--- src/rtl/mem_arbiter_pkg.sv ---
// Shared types for mem_arbiter: FSM state encoding, port owner and the NOP returned on a bus error.
package mem_arbiter_pkg;

   typedef enum logic [1:0] {
      ST_IDLE = 2'd0,
      ST_REQ  = 2'd1,
      ST_RESP = 2'd2
   } state_t;

   typedef enum logic {
      OWN_FETCH = 1'b0,
      OWN_DATA  = 1'b1
   } owner_t;

   localparam logic [31:0] NOP_INSN = 32'h0000_0013;
   localparam int          STREAK_W = 4;

endpackage

--- src/rtl/mem_arbiter_arb_select.sv ---
// Owner selection for mem_arbiter: data has priority until it has been granted STREAK_MAX
// times in a row while fetch waits, then fetch is served once.
module arb_select
   import mem_arbiter_pkg::*;
#(
   parameter int STREAK_MAX = 4
) (
   input  logic   clk,
   input  logic   rst_n,
   input  logic   if_req,
   input  logic   d_req,
   input  logic   fetch_gnt,
   input  logic   data_gnt,
   output owner_t sel_owner
);

   localparam logic [STREAK_W-1:0] SMAX = STREAK_W'(STREAK_MAX);

   logic [STREAK_W-1:0] streak_q;
   logic                fetch_due;

   always_ff @(posedge clk or negedge rst_n) begin
      if (!rst_n) begin
         streak_q <= '0;
      end else if (!if_req || fetch_gnt) begin
         streak_q <= '0;
      end else if (data_gnt && (streak_q != SMAX)) begin
         streak_q <= streak_q + 1'b1;
      end
   end

   assign fetch_due = if_req && (streak_q == SMAX);
   assign sel_owner = (d_req && !fetch_due) ? OWN_DATA : OWN_FETCH;

endmodule

--- src/rtl/mem_arbiter.sv ---
// Two-master (fetch/data) arbiter onto one memory port, one outstanding transaction.
// Optional response watchdog enabled by defining MEM_ARB_TIMEOUT_EN.
module mem_arbiter
   import mem_arbiter_pkg::*;
#(
   parameter int ADDR_W     = 32,
   parameter int STREAK_MAX = 4,
   parameter int TIMEOUT    = 64
) (
   input  logic              clk,
   input  logic              rst_n,
   input  logic              if_req,
   input  logic [ADDR_W-1:0] if_addr,
   output logic              if_gnt,
   output logic              if_rvalid,
   output logic [31:0]       if_rdata,
   input  logic              d_req,
   input  logic              d_we,
   input  logic [ADDR_W-1:0] d_addr,
   input  logic [31:0]       d_wdata,
   input  logic [3:0]        d_be,
   output logic              d_gnt,
   output logic              d_rvalid,
   output logic [31:0]       d_rdata,
   output logic              mem_req,
   output logic              mem_we,
   output logic [ADDR_W-1:0] mem_addr,
   output logic [31:0]       mem_wdata,
   output logic [3:0]        mem_be,
   input  logic              mem_ready,
   input  logic              mem_rvalid,
   input  logic [31:0]       mem_rdata,
   output logic              stall_fetch,
   output logic              bus_err
);

   state_t      state_q, state_d;
   owner_t      owner_q, owner_d, sel_owner, cur_owner;
   logic        any_req, ack, resp_done, wd_fire;
   logic [31:0] resp_data;

   assign any_req = if_req | d_req;

   arb_select #(.STREAK_MAX(STREAK_MAX)) u_select (
      .clk       (clk),
      .rst_n     (rst_n),
      .if_req    (if_req),
      .d_req     (d_req),
      .fetch_gnt (if_gnt),
      .data_gnt  (d_gnt),
      .sel_owner (sel_owner)
   );

`ifdef MEM_ARB_TIMEOUT_EN
   localparam int WD_W = $clog2(TIMEOUT + 1);

   logic [WD_W-1:0] wd_q;

   always_ff @(posedge clk or negedge rst_n) begin
      if (!rst_n) begin
         wd_q <= '0;
      end else if ((state_q == ST_RESP) && !mem_rvalid) begin
         wd_q <= wd_q + 1'b1;
      end else begin
         wd_q <= '0;
      end
   end

   // wd_q counts completed RESP cycles, so TIMEOUT-1 marks the TIMEOUT-th one
   assign wd_fire = (state_q == ST_RESP) && !mem_rvalid && (wd_q == WD_W'(TIMEOUT - 1));
`else
   logic unused_timeout;
   assign unused_timeout = (TIMEOUT > 0);
   assign wd_fire        = 1'b0;
`endif

   always_ff @(posedge clk or negedge rst_n) begin
      if (!rst_n) begin
         state_q <= ST_IDLE;
         owner_q <= OWN_FETCH;
      end else begin
         state_q <= state_d;
         owner_q <= owner_d;
      end
   end

   always_comb begin
      state_d = state_q;
      owner_d = owner_q;
      case (state_q)
         ST_IDLE: begin
            if (any_req) begin
               state_d = ST_REQ;
               owner_d = sel_owner;
            end
         end
         ST_REQ: begin
            if (mem_ready) state_d = ST_RESP;
         end
         ST_RESP: begin
            if (mem_rvalid || wd_fire) state_d = ST_IDLE;
         end
         default: state_d = ST_IDLE;
      endcase
   end

   // The selection is presented from IDLE already; the handshake itself only counts in REQ.
   assign cur_owner = (state_q == ST_IDLE) ? sel_owner : owner_q;
   assign ack       = (state_q == ST_REQ) && mem_ready;
   assign resp_done = (state_q == ST_RESP) && (mem_rvalid || wd_fire);
   assign resp_data = wd_fire ? NOP_INSN : mem_rdata;

   assign if_gnt      = ack && (owner_q == OWN_FETCH);
   assign d_gnt       = ack && (owner_q == OWN_DATA);
   assign if_rvalid   = resp_done && (owner_q == OWN_FETCH);
   assign d_rvalid    = resp_done && (owner_q == OWN_DATA);
   assign stall_fetch = if_req && !if_gnt;
   assign bus_err     = wd_fire;

   always_comb begin
      mem_req   = rst_n && (((state_q == ST_IDLE) && any_req) || (state_q == ST_REQ));
      mem_we    = 1'b0;
      mem_addr  = '0;
      mem_wdata = '0;
      mem_be    = '0;
      if (mem_req) begin
         if (cur_owner == OWN_DATA) begin
            mem_we    = d_we;
            mem_addr  = d_addr;
            mem_wdata = d_wdata;
            mem_be    = d_be;
         end else begin
            mem_addr  = if_addr;
            mem_be    = 4'hF;
         end
      end
      if_rdata = if_rvalid ? resp_data : '0;
      d_rdata  = d_rvalid  ? resp_data : '0;
   end

endmodule

--- config.mk ---
export PLATFORM = sky130hd
export DESIGN_NAME = mem_arbiter
export DESIGN_NICKNAME = d
export VERILOG_FILES = /design/src/rtl/mem_arbiter_pkg.sv /design/src/rtl/mem_arbiter_arb_select.sv /design/src/rtl/mem_arbiter.sv
export SDC_FILE = /design/constraint.sdc
export NUM_CORES = 1
export LEC_CHECK = 0
export BUFFER_PORTS_ARGS = -buffer_cell sky130_fd_sc_hd__buf_2
export CAP_MARGIN = 20
export CORE_AREA = 2 2 107 109
export CTS_CLUSTER_SIZE = 20
export DETAILED_ROUTE_END_ITERATION = 10
export DIE_AREA = 0 0 109 111
export GPL_TIMING_DRIVEN = 0
export PLACE_DENSITY_LB_ADDON = 0.25
export SETUP_SLACK_MARGIN = 0.2
export SLEW_MARGIN = 5
export SYNTH_ARGS = -nofsm -noshare
export SYNTH_HDL_FRONTEND = slang
export SYNTH_HIERARCHICAL = 1
export SYNTH_SLANG_ARGS = --single-unit
--- constraint.sdc ---
create_clock -name clk -period 2.1 [get_ports clk]
set_clock_uncertainty 0.2 [all_clocks]
set_input_delay 0.105 -clock clk [delete_from_list [all_inputs] [get_ports clk]]
set_output_delay 0.105 -clock clk [all_outputs]
set_load 0.005 [all_outputs]
==> impl_metrics.toml <==
[status]
status = "finished, violations left"
violations = "setup timing"

[critical_path]
reg2reg_from = "state_q[1]"
reg2reg_depth = 6
path_class = "reg -> out"
reg2reg_to = "u_select/streak_q[3]"
path_max_fanout = 6
cp.arrival_ns = 2.21
cp.required_ns = 1.79
end_kind = "primary output"
cp-start-kind = "flop"
rrSetupSlack_ns = 0.27

[cts]
cts_htree_levels = 1
cts_sinks = 7
numCtsBuffers = 3
path_clk_slew_ns = 0.04
cts_tree = "built"
clk_path_buf_depth = 2
cts.root.buffer_cell = "clkbuf_16"
clk_latency_ns = 0.23

[floorplanning]
dieArea_sq_um = 12100
initial_core_util_pct = 15.8
ios = 279
coreArea_sq_um = 11100
row_count = 39
die_w_um = 109
die_y_um = 111

[route]
drtAntennaViolNets = 0
wl_per_cell_um = 13.0
vias = 3232
drtIter0Drc = 156
wl_mm = 9.43
via_per_inst = 4.45
drt_first_pass_iters = 4
drc_errors = 0

[grt]
antenna_found_initial = 0
grt_pass1_wl_mm = 13.7
grt_pass1_vias = 3036
overflow = 0
grt_max_degree = 11
grt_usage_pct = 13.5

[yosys]
yosysWarnings = 6
ys_types = 34
synthesis.area_sq_um = 1750
avgSynthCellArea_sq_um = 6.13
syn-num-nets = 426
synth-seq-cells = 7
seq_area_frac_synth_pct = 10.0
synthCells = 285

[job]
drv_cap = 0

[sta]
rsz0062_at_grt = "true"
min_period_over_period_pct = 120
tightest_slew_ns = 0.496
setup_viol = 98
finalSetupTns_ns = -27.18
slew_headroom_pct = 66.7
hold_viol = 0
drv_slew = 0
fin_ws_ns = -0.413
max_freq_mhz = 398
fin_crit_ns = 2.51

[layout]
final_area_sq_um = 4150
final_cell_mix = "buf_2 (248), and2_1 (54), buf_6 (41)"
layout.cells.non_filler = 726
layout-drive-gt1-share_pct = 63.1
utilization_pct = 37.4
nFillCells = 1150
area_growth_pct = 137
num_antenna_cells = 0
layout.nets = 725
layout_commonest_cell = "buf_2"

[power]
p_per_area_nw_per_um2 = 849
p_switching_mw = 1.60
p_leak_nw = 2.34
peakVddDrop_uv = 408
netSwitchingFraction_pct = 45.4
p_seq_share_pct = 5.9
comb_power_share_pct = 84.9
p_clk_share_pct = 9.2
p_int_mw = 1.92

[place]
pre_cts_ws_ns = -0.459
place_inst = 705
hpwl_mm = 7.26
placed_area_sq_um = 3370
globalplace.congestion = 0.749
portBuffers = 277

[hold_path]
min_to = "state_q[0]"
min_from = "if_req"
hold_path.class = "in -> reg"
min_path_cells = 3
timing repair:
item / 4_1_cts / 5_1_grt
endpoints found under the hold margin: 9 / 0
pin swaps: 17 / 17
gates resized for setup: 52 / 81
buffers inserted: 7 / 2
gates cloned: 5 / 0
setup endpoints to repair: 137 / 137
hold buffers: 3 / 0
cell usage after synthesis:
| cell | count | area share [%] |
|---|---|---|
| a211oi_1 | 1 | 0.43 |
| a21boi_0 | 1 | 0.43 |
| a21oi_1 | 37 | 11 |
| and2_1 | 64 | 23 |
| and3_1 | 33 | 12 |
| and3b_1 | 1 | 0.50 |
| buf_1 | 3 | 0.64 |
| buf_2 | 6 | 1.7 |
| buf_4 | 2 | 0.86 |
| buf_6 | 3 | 1.9 |
| clkbuf_1 | 13 | 2.8 |
| clkbuf_2 | 6 | 1.7 |
| clkinv_2 | 1 | 0.29 |
| conb_1 | 1 | 0.21 |
| dfrtp_1 | 7 | 10 |
| ha_1 | 2 | 1.4 |
| inv_1 | 6 | 1.3 |
| mux2_2 | 1 | 0.64 |
| nand2_1 | 1 | 0.21 |
| nand2_2 | 1 | 0.36 |
| nand2b_1 | 2 | 0.72 |
| nand3_1 | 35 | 10 |
| nand3b_1 | 2 | 0.86 |
| nand4_1 | 1 | 0.36 |
| nor2_1 | 4 | 0.86 |
| nor2b_1 | 1 | 0.36 |
| nor3_1 | 4 | 1.1 |
| nor3_2 | 1 | 0.57 |
| nor3b_1 | 1 | 0.43 |
| o21a_1 | 5 | 2.1 |
| o21ai_0 | 35 | 10 |
| o21ai_1 | 1 | 0.29 |
| or3_1 | 1 | 0.36 |
| or3b_1 | 2 | 1.0 |
how the worst max path moves through the flow:
stage	slack [ns]	to	from
after floorplan	0.02	mem_wdata[10]	u_select/streak_q[0]
after global placement	-0.45	mem_addr[20]	u_select/streak_q[0]
after detailed placement	-0.46	mem_addr[1]	u_select/streak_q[1]
after CTS	-0.43	mem_wdata[9]	u_select/streak_q[0]
after global routing	-0.49	mem_wdata[9]	u_select/streak_q[0]
final	-0.41	mem_wdata[7]	u_select/streak_q[0]
per-layer routing:
layer  part of all wire, %  vias up  GRT usage (%)
met5                     0        -              0
met3                   8.9        2           2.06
li1                      -     1585              -
met1                    37     1476           14.6
met4                 0.053        0          0.513
met2                    54      169           27.9
power by group through the flow:
stage,Clock (mW),Sequential [mW],Combinational [mW]
after floorplan,0,0.188,1.36
after global placement,0,0.194,2.18
after detailed placement,0,0.196,2.22
after CTS,0.330,0.197,2.64
after global routing,0.345,0.213,3.29
final,0.325,0.207,2.99
worst max-delay path, stage by stage, from the launching register on:
cell and delay, ns:
dfrtp_1 0.36, inv_2 0.06, ha_4 0.16, and3b_2 0.22, a21boi_2 0.16, or3b_1 0.37, buf_6 0.17, nand2_8 0.10
buf_8 0.11, and3_4 0.17, buf_6 0.09
stage by stage:
stage	hold slack [ns]	power, mW
2_1_floorplan	-0.391	1.55
3_5_place_dp	-0.242	2.42
4_1_cts	0.0710	3.17
5_1_grt	0.0988	3.85
6_report	0.0579	3.52
3_3_place_gp	-0.240	2.37
area by class of cell:
class                           instances  area, sq um  area share, %
Sequential cell                         7          176           4.25
Tap cell                              143          179           4.31
Buffer                                 33          294           7.09
Clock buffer                            4         78.8           1.90
Timing Repair Buffer                  293         1750           42.3
Multi-Input combinational cell        239         1640           39.5
Inverter                                7         28.8          0.694
cells by family after synthesis:
kind of cell             count (synthesis)  share of synthesized area (%)
AND/OR/NAND/NOR                        154                           52.5
AO/OA/AOI/OAI                           80                           23.9
buffers and inverters                   40                           11.2
flip-flops                               7                           10.0
adder cells (fa/ha/maj)                  2                           1.43
multiplexers                             1                          0.645
other                                    1                          0.215
registers in the layout, indices dropped and copies added (netlist names):
name and count:
state_q 2, owner_q 1, u_select/streak_q 4
No activity file was read; power rests on OpenSTA's default activity.
